===== src/rtl/id_ex_stage.sv =====
// ID/EX pipeline register with EX/MEM and MEM/WB operand forwarding.
// Holds one decoded instruction and presents the forwarded operands to the ALU.
module id_ex_stage #(
  parameter int WORDSIZE = 64,
  parameter int REGADDR  = 5
) (
  input  logic                clk,
  input  logic                reset,
  input  logic                in_valid,
  input  logic                stall,
  input  logic                flush,
  input  logic [REGADDR-1:0]  rs1_addr,
  input  logic [REGADDR-1:0]  rs2_addr,
  input  logic [REGADDR-1:0]  rd_addr,
  input  logic [WORDSIZE-1:0] rs1_data,
  input  logic [WORDSIZE-1:0] rs2_data,
  input  logic [WORDSIZE-1:0] immediate,
  input  logic [WORDSIZE-1:0] pc,
  input  logic [2:0]          alu_op,
  input  logic                src_a_sel,
  input  logic                src_b_sel,
  input  logic                reg_write,
  input  logic                exmem_reg_write,
  input  logic [REGADDR-1:0]  exmem_rd,
  input  logic [WORDSIZE-1:0] exmem_result,
  input  logic                memwb_reg_write,
  input  logic [REGADDR-1:0]  memwb_rd,
  input  logic [WORDSIZE-1:0] memwb_result,
  output logic [WORDSIZE-1:0] alu_input_a,
  output logic [WORDSIZE-1:0] alu_input_b,
  output logic [2:0]          alu_operation,
  output logic                ex_valid,
  output logic [REGADDR-1:0]  ex_rd,
  output logic                ex_reg_write,
  output logic [WORDSIZE-1:0] ex_store_data
);

  logic                valid_q, valid_d;
  logic [REGADDR-1:0]  rs1_addr_q, rs1_addr_d;
  logic [REGADDR-1:0]  rs2_addr_q, rs2_addr_d;
  logic [REGADDR-1:0]  rd_q, rd_d;
  logic [WORDSIZE-1:0] rs1_data_q, rs1_data_d;
  logic [WORDSIZE-1:0] rs2_data_q, rs2_data_d;
  logic [WORDSIZE-1:0] imm_q, imm_d;
  logic [WORDSIZE-1:0] pc_q, pc_d;
  logic [2:0]          alu_op_q, alu_op_d;
  logic                src_a_sel_q, src_a_sel_d;
  logic                src_b_sel_q, src_b_sel_d;
  logic                reg_write_q, reg_write_d;

  logic                exmem_hit1, exmem_hit2, memwb_hit1, memwb_hit2;
  logic [WORDSIZE-1:0] fwd1, fwd2;

  // Forwarding: EX/MEM beats MEM/WB, and x0 is never a forwarding target.
  assign exmem_hit1 = exmem_reg_write && (exmem_rd != '0) && (exmem_rd == rs1_addr_q);
  assign exmem_hit2 = exmem_reg_write && (exmem_rd != '0) && (exmem_rd == rs2_addr_q);
  assign memwb_hit1 = memwb_reg_write && (memwb_rd != '0) && (memwb_rd == rs1_addr_q);
  assign memwb_hit2 = memwb_reg_write && (memwb_rd != '0) && (memwb_rd == rs2_addr_q);

  assign fwd1 = exmem_hit1 ? exmem_result : (memwb_hit1 ? memwb_result : rs1_data_q);
  assign fwd2 = exmem_hit2 ? exmem_result : (memwb_hit2 ? memwb_result : rs2_data_q);

  always_comb begin
    valid_d     = valid_q;
    rs1_addr_d  = rs1_addr_q;
    rs2_addr_d  = rs2_addr_q;
    rd_d        = rd_q;
    rs1_data_d  = rs1_data_q;
    rs2_data_d  = rs2_data_q;
    imm_d       = imm_q;
    pc_d        = pc_q;
    alu_op_d    = alu_op_q;
    src_a_sel_d = src_a_sel_q;
    src_b_sel_d = src_b_sel_q;
    reg_write_d = reg_write_q;
    if (flush) begin
      valid_d     = 1'b0;
      rs1_addr_d  = '0;
      rs2_addr_d  = '0;
      rd_d        = '0;
      rs1_data_d  = '0;
      rs2_data_d  = '0;
      imm_d       = '0;
      pc_d        = '0;
      alu_op_d    = '0;
      src_a_sel_d = 1'b0;
      src_b_sel_d = 1'b0;
      reg_write_d = 1'b0;
    end else if (stall) begin
      // Recapture forwarded operands so a producer retiring mid-stall is kept.
      rs1_data_d = fwd1;
      rs2_data_d = fwd2;
    end else begin
      valid_d     = in_valid;
      rs1_addr_d  = rs1_addr;
      rs2_addr_d  = rs2_addr;
      rd_d        = rd_addr;
      rs1_data_d  = rs1_data;
      rs2_data_d  = rs2_data;
      imm_d       = immediate;
      pc_d        = pc;
      alu_op_d    = alu_op;
      src_a_sel_d = src_a_sel;
      src_b_sel_d = src_b_sel;
      reg_write_d = reg_write;
    end
  end

  always_ff @(posedge clk or posedge reset) begin
    if (reset) begin
      valid_q     <= 1'b0;
      rs1_addr_q  <= '0;
      rs2_addr_q  <= '0;
      rd_q        <= '0;
      rs1_data_q  <= '0;
      rs2_data_q  <= '0;
      imm_q       <= '0;
      pc_q        <= '0;
      alu_op_q    <= '0;
      src_a_sel_q <= 1'b0;
      src_b_sel_q <= 1'b0;
      reg_write_q <= 1'b0;
    end else begin
      valid_q     <= valid_d;
      rs1_addr_q  <= rs1_addr_d;
      rs2_addr_q  <= rs2_addr_d;
      rd_q        <= rd_d;
      rs1_data_q  <= rs1_data_d;
      rs2_data_q  <= rs2_data_d;
      imm_q       <= imm_d;
      pc_q        <= pc_d;
      alu_op_q    <= alu_op_d;
      src_a_sel_q <= src_a_sel_d;
      src_b_sel_q <= src_b_sel_d;
      reg_write_q <= reg_write_d;
    end
  end

  assign alu_input_a   = src_a_sel_q ? pc_q : fwd1;
  assign alu_input_b   = src_b_sel_q ? imm_q : fwd2;
  assign ex_store_data = fwd2;
  assign alu_operation = alu_op_q;
  assign ex_valid      = valid_q;
  assign ex_rd         = rd_q;
  assign ex_reg_write  = reg_write_q & valid_q;

endmodule


===== config.mk =====
export PLATFORM = sky130hd
export DESIGN_NAME = id_ex_stage
export DESIGN_NICKNAME = d
export VERILOG_FILES = /design/src/rtl/id_ex_stage.sv
export SDC_FILE = /design/constraint.sdc
export NUM_CORES = 1
export LEC_CHECK = 0
export CORE_AREA = 4 4 244 246
export DETAILED_ROUTE_END_ITERATION = 10
export DIE_AREA = 0 0 248 250
export GPL_TIMING_DRIVEN = 0
export PLACE_DENSITY = 0.65
export SLEW_MARGIN = 0
export SYNTH_ARGS = -nofsm -noshare
export SYNTH_HDL_FRONTEND = slang
export SYNTH_SLANG_ARGS = --single-unit

===== constraint.sdc =====
create_clock -name clk -period 8.6 [get_ports clk]
set_input_delay 0.86 -clock clk [delete_from_list [all_inputs] [get_ports clk]]
set_output_delay 0.86 -clock clk [all_outputs]
set_load 0.03 [all_outputs]

==> metrics.md, run 1 <==
| Metric | Value |
|---|---|
| Status | complete, no violations |
| Die W | around 250 µm |
| Root cell of the clock tree | clkbuf_16 |
| CP top delay family | buffers and inverters |
| Post-CTS Setup Inserts | 0 |
| Syn_nets | about 2.1k |
| Die H | 250 µm |
| Switching share of power | roughly a third |
| CTS tree | done |
| GRT overflow | 0 |
| Post-layout min period | about 6000 ps |
| Crit share post-route | 70.12% |
| Synthesized flop and latch total | 278 |
| Yosys Warn Count | 0 |
| Largest stage delay on the critical path | 910 ps |
| Hold Slack | roughly 520 ps |
| Wire per inst | approximately 28 µm |
| Yosys cell types | 43 |
| Post-Route Setup TNS | 0 ps |
| GP Congestion | approximately 0.96 |
| Max-slew headroom | under 10% |
| CTS max path bufs | 3 |
| Standard-cell rows | about 90 |
| Seq pwr share | 34.5% |
| Vias per inst | approximately 5.6 |
| First-pass GRT wire length | roughly 130000 µm |
| FF/Latch Area | between 6000 and 7000 µm² |
| Synth area leaders | dfrtp_1 (43%), mux2i_1 (13%), mux2_2 (4.3%) |
| Number of nets in the layout | between 2k and 3k |
| Most common cell on crit path | clkdlybuf4s50_1 |
| Die ar. | between 60000 and 70000 µm² |
| Final Hold Fails | 0 |
| Worst min path class | reg -> reg |
| Crit path arrival time | between 5000 and 6000 ps |
| CP Class | in -> out |
| Routed wire length | about 88000 µm |
| Post-Syn Area | approximately 16000 µm² |
| Port-buffer cells | around 620 |
| Worst path cell trace | clkdlybuf4s50_1 -> xnor2_1 -> and2_1 -> buf_1 -> clkbuf_1 -> nand4_1 -> a31oi_1 -> mux2_2 -> clkdlybuf4s50_1 |
| R2r setup slk | 5450 ps |
| Fraction of layout instances using a drive strength above 1 | 7.235% |
| Seq/Total Area, Yosys | 42.63% |
| Most frequent cells in the layout | clkdlybuf4s50_1 (621), dfrtp_1 (278), mux2i_1 (214) |
| Final setup violation count | 0 |
| Fin. max-slew vios | 0 |
| P&R area growth vs syn | 51.86% |
| Worst setup SP type | input port |
| Worst-path clk slew | 50 ps |
| Number of global-route vias before repair | approximately 18k |
| CP Buf/Inv Count | 4 |
| Post-synth top area share | about 43% |
| Worst-Skew Late Latency | between 500 and 600 ps |
| Initial antenna violation count | 18 |
| Final worst slack | ~2600 ps |
| Least-Margin Pin Slew | 1369 ps |
| Total number of vias | 17.83k |
| Util after Layout | 43.19% |
| Starting Density | 28.44% |
| Post-Synthesis Cells | approximately 1.7k |
| CTS buffer count | 36 |
| Residual DRC | 0 |
| Pin count of the biggest net entering global routing | 104 |
| Multi-input logic area | 8363 µm² |
| Cell accounting for the most synthesized area | dfrtp_1 |
| Post-DP HPWL | 66810 µm |
| Crit-path slowest cell | buf_1 |
| Worst Skew | 24.57 ps |
| Ys async rst share | 100.0% |
| Resize count post-CTS | 0 |
| Number of max-cap violations | 0 |
| Hold-fix buffers at CTS | 0 |
| Worst Path Max Fanout | 10 |
| Top_reg_cell synth | dfrtp_1 |
| Final Non-Filler Cells | roughly 3.2k |
| Crit end category | output pin |
| Most common cell after layout, fill and taps aside | clkdlybuf4s50_1 |
| Required @ worst endpoint | just under 8000 ps |
| Worst-case vdd ir drop | ~0.00012 V |
| Achievable Freq | about 0.17 GHz |
| Num ports | approximately 620 |
| Placed cell count | approximately 3.1k |
| Static Leak | approximately 9.7 nW |
| Combinational power share | between 20 and 30% |
| Core Region | roughly 57000 µm² |
| Gr usage total | a little over a quarter |
| Post-synth EDFFs | 0 |
| P_int | roughly 0.0028 W |
| # fillers | between 5k and 6k |
| PD cells | around 170 nW/µm² |
| Clk pwr share | 36.6% |
| Clk sink count | 278 |
| Worst slack at placement | about 2600 ps |
| Switching power total | ~0.0014 W |
| Avg Cell Area, Syn | 9.564 µm² |
| DR iter-0 viols | 1576 |
| Final ANT Viol Nets | 0 |
| Unrepaired setup endpoints after global routing | false |
| H-tree depth | 2 |
| DRT Pass-1 Iters | 5 |
-- sequential cells by signal (all words and copies together) (netlist names) --
| register | cells |
|---|---|
| imm_q | 64 |
| pc_q | 64 |
| rs1_data_q | 64 |
| rs2_data_q | 64 |
| ex_rd | 5 |
| rs1_addr_q | 5 |
| rs2_addr_q | 5 |
| alu_operation | 3 |
| ex_valid | 1 |
| reg_write_q | 1 |
| src_a_sel_q | 1 |
| src_b_sel_q | 1 |
-- tightest hold or removal path, cell delays in order (launching register included) --
cell     delay, ps
dfrtp_1        330
mux2i_1         70
nor2_1          80
-- final timing paths --
check / from / end / depth (start not counted)
max: memwb_rd[1] / alu_input_b[3] / 9
min: imm_q[16] / imm_q[16] / 2
max reg2reg: rs2_addr_q[1] / rs2_data_q[60] / 7
min reg2reg: imm_q[16] / imm_q[16] / 2
max in group asynchronous: reset / imm_q[28] / 3
min in group asynchronous: reset / imm_q[54] / 2
-- cells in the mapped netlist, types with 2 or more instances --
cell	count
a32oi_1	63
nand3_1	2
mux2i_1	214
buf_4	9
dfrtp_1	278
a31oi_1	64
a221oi_1	63
xor2_1	3
nor2_1	152
inv_1	64
nand4_1	65
nand2_1	7
nor3_1	129
buf_2	31
buf_6	2
o21ai_0	127
clkbuf_1	124
mux2_1	2
mux2_2	62
buf_1	16
xnor2_1	15
and2_1	66
a22oi_1	63
nor2b_1	2
o31ai_1	65
-- metal layers --
metal	global-route usage, %	wire length (µm)
met4	10.30	3710
met1	33.00	33300
met3	8.306	9192
met5	0	138
met2	45.56	41940
-- final cells by class --
class / count / area share, %
inverter: 64 / 0.9998
antenna: 8 / 0.08079
clock buffer: 52 / 4.327
timing repair buffer: 627 / 25.54
multi-input combinational: 1182 / 33.75
sequential: 278 / 28.08
clock inverter: 6 / 0.2474
buffer: 182 / 3.121
tap: 765 / 3.863
-- per-stage QoR --
step	cell area (µm²)	power (W)
after global routing	24760	0.004265
after floorplan	16320	0.002001
after CTS	24760	0.004141
final	24780	0.004121
after global placement	23490	0.002614
after detailed placement	23630	0.002628
-- kinds of logic after synthesis --
family / Yosys count / share of synthesized area (%)
flip-flops: 278 / 42.63
AO/OA/AOI/OAI: 453 / 19.42
multiplexers: 278 / 17.54
AND/OR/NAND/NOR: 433 / 13.24
buffers and inverters: 246 / 6.196
XOR/XNOR: 18 / 0.9662
-- power by group through the flow --
stage	combinational (W)	clock (W)	sequential [W]
finish	0.00119	0.00151	0.00142
floorplan	0.000564	0	0.00144
detailed placement	0.00119	0	0.00144
CTS	0.00119	0.00153	0.00142
global placement	0.00117	0	0.00144
global route	0.00126	0.00158	0.00143
Power figures use the tool's default switching activity.
==> inputs of run 2 (changes only) <==
- CORE_AREA: 4 4 244 246 -> 4 4 240 242
- DIE_AREA: 0 0 248 250 -> 0 0 244 246
- PLACE_DENSITY: 0.65 -> 0.64
- clock period: 8.6 -> 5.9 ns (I/O delays scaled with it)
==> run 2 against run 1 <==
Die area shrank 3.2%; combinational power up 47%; final cell count decreased by 0.28%; design area increased by 0.31%; via count decreased by 0.24%; sequential cell count is the same; non-clock buffer count increased by 3; sequential share of layout area shrank 0.088 points; first-iteration DRC count grew 2.0%; critical path type unchanged; sequential power is 46% higher; wire length increased by 0.77%; largest power group unchanged.
==> metrics.md, run 2 (synthesis results as in run 1) <==
| Metric | Value |
|---|---|
| Worst Path Max Fanout | 10 |
| FF/Latch Area | ~7000 µm² |
| Most common cell on crit path | clkdlybuf4s50_1 |
| CTS buffer count | 36 |
| Worst path cell trace | clkdlybuf4s50_1 -> xnor2_1 -> and2_1 -> buf_1 -> clkbuf_1 -> nand4_1 -> a31oi_1 -> mux2_2 -> clkdlybuf4s50_1 |
| H-tree depth | 2 |
| PD cells | approximately 250 nW/µm² |
| Crit share post-route | about nine tenths |
| Crit end category | output pin |
| GRT overflow | 0 |
| Switching share of power | 32.83% |
| Multi-input logic area | 8361 µm² |
| Initial antenna violation count | 19 |
| Routed wire length | just under 90000 µm |
| Resize count post-CTS | 0 |
| P&R area growth vs syn | 52.33% |
| Post-CTS Setup Inserts | 0 |
| Post-DP HPWL | 67120 µm |
| Pin count of the biggest net entering global routing | 41 |
| # fillers | roughly 5.4k |
| Vias per inst | between 5 and 6 |
| Final ANT Viol Nets | 0 |
| GP Congestion | between 0.9 and 1 |
| Final Hold Fails | 0 |
| Gr usage total | 28.41% |
| Total number of vias | 17.79k |
| Port-buffer cells | roughly 620 |
| Worst-Skew Late Latency | 540 ps |
| Hold-fix buffers at CTS | 0 |
| Most common cell after layout, fill and taps aside | clkdlybuf4s50_1 |
| Largest stage delay on the critical path | around 950 ps |
| Worst setup SP type | input port |
| Core Region | 55090 µm² |
| CTS tree | done |
| Fin. max-slew vios | 0 |
| Residual DRC | 0 |
| Post-Route Setup TNS | 0 ps |
| Standard-cell rows | 86 |
| Number of max-cap violations | 0 |
| Number of nets in the layout | about 2.8k |
| Starting Density | between 20% and 30% |
| Combinational power share | roughly 29% |
| Static Leak | roughly 9.7 nW |
| Switching power total | around 0.002 W |
| Most frequent cells in the layout | clkdlybuf4s50_1 (621), dfrtp_1 (278), mux2i_1 (214) |
| Number of global-route vias before repair | roughly 18k |
| Crit-path slowest cell | buf_1 |
| Seq pwr share | 33.9% |
| Max-slew headroom | 10.95% |
| Worst-path clk slew | approximately 60 ps |
| Unrepaired setup endpoints after global routing | false |
| CP top delay family | buffers and inverters |
| Die ar. | roughly 60000 µm² |
| Root cell of the clock tree | clkbuf_16 |
| CP Class | in -> out |
| First-pass GRT wire length | ~130000 µm |
| Worst min path class | in -> async |
| Clk sink count | 278 |
| Final setup violation count | 0 |
| Post-layout min period | ~5300 ps |
| Clk pwr share | ~37% |
| DRT Pass-1 Iters | 5 |
| Required @ worst endpoint | approximately 5300 ps |
| CTS max path bufs | 3 |
| Fraction of layout instances using a drive strength above 1 | between 7 and 8% |
| Util after Layout | between 40 and 50% |
| Status | complete, no violations |
| Die W | approximately 240 µm |
| Worst Skew | about 17 ps |
| Worst-case vdd ir drop | 0.0001588 V |
| Num ports | between 600 and 700 |
| Die H | around 250 µm |
| P_int | 0.004099 W |
| Wire per inst | 28.20 µm |
| Least-Margin Pin Slew | 1336 ps |
| DR iter-0 viols | around 1.6k |
| Achievable Freq | between 0.15 and 0.2 GHz |
| CP Buf/Inv Count | 4 |
| Crit path arrival time | roughly 4700 ps |
==> run 2: cell types whose count changed in the layout (fill, tap and decap cells not counted), sizes merged <==
| cell | previous run | this run |
|---|---|---|
| inv | 64 | 65 |
| buf | 64 | 67 |
| clkbuf | 176 | 170 |
| diode | 8 | 9 |
| clkinv | 4 | 7 |
| clkinvlp | 1 | 4 |
| bufinv | 1 | 4 |
==> run 2: per-layer routing <==
layer | vias to the layer above | GRT usage (%) | wire (µm)
li1 | 7768 | - | -
met1 | 8833 | 35.01 | 34930
met2 | 1004 | 48.72 | 43240
met3 | 170 | 7.162 | 7599
met4 | 16 | 9.519 | 3096
met5 | - | 0 | 106
==> run 2: worst paths after layout <==
kind	start	end	slack (ps)	cells after the start
min reg2reg	imm_q[28]	imm_q[28]	520	2
min in group clk	imm_q[28]	imm_q[28]	520	2
min	reset	imm_q[7]	460	2
max in group asynchronous	reset	pc_q[33]	4040	6
max reg2reg	rs2_addr_q[2]	rs2_data_q[53]	2550	7
max	memwb_rd[1]	alu_input_b[53]	600	9
==> run 2: power by group through the flow <==
stage / Clock [W] / Combinational [W] / Sequential (W)
global route: 0.00240 / 0.00184 / 0.00208
finish: 0.00228 / 0.00175 / 0.00207
floorplan: 0 / 0.000823 / 0.00209
global placement: 0 / 0.00171 / 0.00210
detailed placement: 0 / 0.00174 / 0.00210
CTS: 0.00233 / 0.00175 / 0.00207
==> run 2: area by class of cell <==
class,count,area share [%]
Antenna cell,9,0.09061
Buffer,182,3.116
Clock buffer,46,3.941
Clock inverter,16,0.7853
Inverter,64,0.9816
Multi-Input combinational cell,1182,33.64
Sequential cell,278,27.99
Tap cell,748,3.765
Timing Repair Buffer,630,25.70
==> run 2: through the flow <==
| step | hold WS (ps) | instance area, µm² | cells | power [W] | setup slack (ps) |
|---|---|---|---|---|---|
| floorplan | 480.3 | 16320 | 1706 | 0.002917 | 1631 |
| global placement | 498.2 | 23470 | 3075 | 0.003816 | -884.2 |
| detailed placement | 510.0 | 23660 | 3084 | 0.003840 | 671.0 |
| CTS | 426.3 | 24830 | 3146 | 0.006147 | 657.7 |
| global route | 486.8 | 24850 | 3151 | 0.006326 | 631.0 |
| finish | 457.0 | 24860 | 3155 | 0.006103 | 597.5 |
==> inputs of run 3 (changes only) <==
- CORE_AREA: 4 4 240 242 -> 4 4 238 240
- CTS_CLUSTER_SIZE: default -> 16
- DIE_AREA: 0 0 244 246 -> 0 0 242 244
- DONT_BUFFER_PORTS: default -> 1
- PLACE_DENSITY: 0.64 -> 0.51
==> run 3 against run 2 <==
Sequential share of layout area up 9.4 points; hold slack worse by 290 ps; combinational power down 35%; critical path depth down 2; sequential power about the same; highest routed layer unchanged; register-to-register slack worse by 250 ps; final cell count down 21%; fmax up 7.0%.
==> metrics.md, run 3 (synthesis results as in run 1) <==
| Metric | Value |
|---|---|
| Gr usage total | a little over a quarter |
| Fraction of layout instances using a drive strength above 1 | roughly a tenth |
| Post-route cell area | approximately 19000 µm² |
| R2r setup slk | 2300 ps |
| Routed wire length | 80820 µm |
| Hold Path Cell Cnt | 2 |
| GR Layer Usage met2 | 44.16% |
| CTS buffer count | 36 |
| Met3 usage | 9.189% |
| H-tree depth | 2 |
| Fin. max-slew vios | 0 |
| Required @ worst endpoint | 5310 ps |
| Worst-path clk slew | ~60 ps |
| Post-CTS Setup Inserts | 0 |
| CTS tree | done |
| GP Congestion | 0.9528 |
| Most frequent cells in the layout | dfrtp_1 (278), mux2i_1 (214), nor2_1 (151) |
| Crit share post-route | 83.97% |
| Post-DP HPWL | between 60000 and 70000 µm |
| Final ANT Viol Nets | 0 |
| Critical R2R Capture | rs2_data_q[8] |
| Total power | about 0.0055 W |
| CP Buf/Inv Count | 2 |
| Worst-Skew Late Latency | roughly 550 ps |
| Port-buffer cells | 0 |
| DRT Pass-1 Iters | 5 |
| Resize count post-CTS | 0 |
| Worst slack at placement | between 1000 and 1500 ps |
| CP Class | reg -> out |
| Pin count of the biggest net entering global routing | 41 |
| Worst min path class | in -> reg |
| Number of global-route vias before repair | around 15k |
| CTS max path bufs | 3 |
| Number of max-cap violations | 0 |
| GRT busiest layer | met2 |
| Max-slew headroom | 5.629% |
| Worst path cell trace | xnor2_1 -> and3_1 -> clkbuf_1 -> clkbuf_1 -> nand4_1 -> a31oi_1 -> mux2_2 |
| First-pass GRT wire length | ~120000 µm |
| Least-Margin Pin Slew | 1416 ps |
| # fillers | ~5.7k |
| Final setup violation count | 0 |
| Largest stage delay on the critical path | about 930 ps |
| CP top delay family | buffers and inverters |
| Residual DRC | 0 |
| Die H | between 200 and 250 µm |
| Num ports | approximately 620 |
| Crit-path slowest cell | clkbuf_1 |
| Post-layout min period | approximately 5000 ps |
| Wire per inst | between 30 and 40 µm |
| Final Non-Filler Cells | around 2.5k |
| Crit end category | output pin |
| Hold_sp | rs2_data[1] |
| Static Leak | 7.409 nW |
| P&R area growth vs syn | 14.16% |
| Worst Path Max Fanout | 10 |
| Worst setup SP type | flip-flop |
| Final Hold Fails | 0 |
| Core Region | between 50000 and 60000 µm² |
| Standard-cell rows | between 80 and 90 |
| Hold-fix buffers at CTS | 1 |
| Unrepaired setup endpoints after global routing | false |
| Starting Density | approximately 30% |
| Final worst slack | roughly 950 ps |
| Root cell of the clock tree | clkbuf_16 |
| DR iter-0 viols | 1261 |
| Initial antenna violation count | 7 |
| PD cells | 293.1 nW/µm² |
| Vias per inst | slightly above 6 |
| Placed Area | ~17000 µm² |
| WHS Endpoint | rs2_data_q[1] |
| Achievable Freq | 0.2019 GHz |
| Status | complete, no violations |
| Most common cell after layout, fill and taps aside | dfrtp_1 |
| Number of nets in the layout | 2177 |
| Worst Skew | about 17 ps |
| Multi-input logic area | 8373 µm² |
| Most common cell on crit path | clkbuf_1 |
| FF/Latch Area | between 6000 and 7000 µm² |
| Util after Layout | 34.08% |
| Crit path arrival time | ~4400 ps |
| Clk sink count | 278 |
| Die W | ~240 µm |
| Die ar. | 59050 µm² |
| Worst-case vdd ir drop | roughly 0.00018 V |
| Total number of vias | between 15k and 20k |
| Global-route met1 utilization | between 30% and 40% |
| Reg2reg path depth | 7 |
| Placed cell count | 2420 |
| RR Startpoint | rs2_addr_q[2] |
| GRT overflow | 0 |
| Setup crit start | rs2_addr_q[3] |
==> run 3: cell types whose count changed in the layout (fill, tap and decap cells not counted) <==
| cell | previous run | this run |
|---|---|---|
| clkdlybuf4s50_1 | 621 | 0 |
| clkbuf_8 | 2 | 11 |
| diode_2 | 9 | 5 |
| bufinv_16 | 4 | 1 |
| a31oi_1 | 64 | 62 |
| a31oi_2 | 0 | 2 |
| buf_4 | 9 | 10 |
| clkbuf_1 | 128 | 127 |
| clkinvlp_4 | 4 | 3 |
| dlygate4sd3_1 | 0 | 1 |
==> run 3: where the power goes <==
part | internal [W] | switching [W] | total [W]
clock | 0.00134 | 0.000913 | 0.00225
sequential | 0.00202 | 0.0000599 | 0.00208
combinational | 0.000274 | 0.000860 | 0.00113
==> run 3: layout make-up <==
| type | count | area share (%) |
|---|---|---|
| Multi-Input combinational cell | 1182 | 44.95 |
| Sequential cell | 278 | 37.35 |
| Clock buffer | 54 | 5.904 |
| Tap cell | 704 | 4.729 |
| Buffer | 182 | 4.158 |
| Inverter | 64 | 1.310 |
| Timing Repair Buffer | 11 | 1.014 |
| Clock inverter | 12 | 0.5239 |
| Antenna cell | 5 | 0.06717 |
==> run 3: how the worst max path moves through the flow <==
stage | endpoint | slack [ps] | cells past startpoint
after CTS | alu_input_b[53] | 960 | 7
after global routing | alu_input_b[2] | 760 | 7
final | alu_input_b[2] | 950 | 7
after detailed placement | alu_input_b[53] | 1440 | 7
after global placement | imm_q[52] | -250 | 1
after floorplan | alu_operation[0] | 1630 | 1
==> run 3: stage by stage <==
stage,setup TNS (ps),hold slack [ps]
after floorplan,0,480.3
after global placement,-55890,496.9
after detailed placement,0,429.3
after CTS,0,136.2
after global routing,0,155.9
final,0,170.0
==> run 3: layer usage <==
layer	vias up	share of wire [%]
met4	4	3.7
met5	-	0.030
li1	6545	-
met2	810	48
met3	150	9.6
met1	7679	38
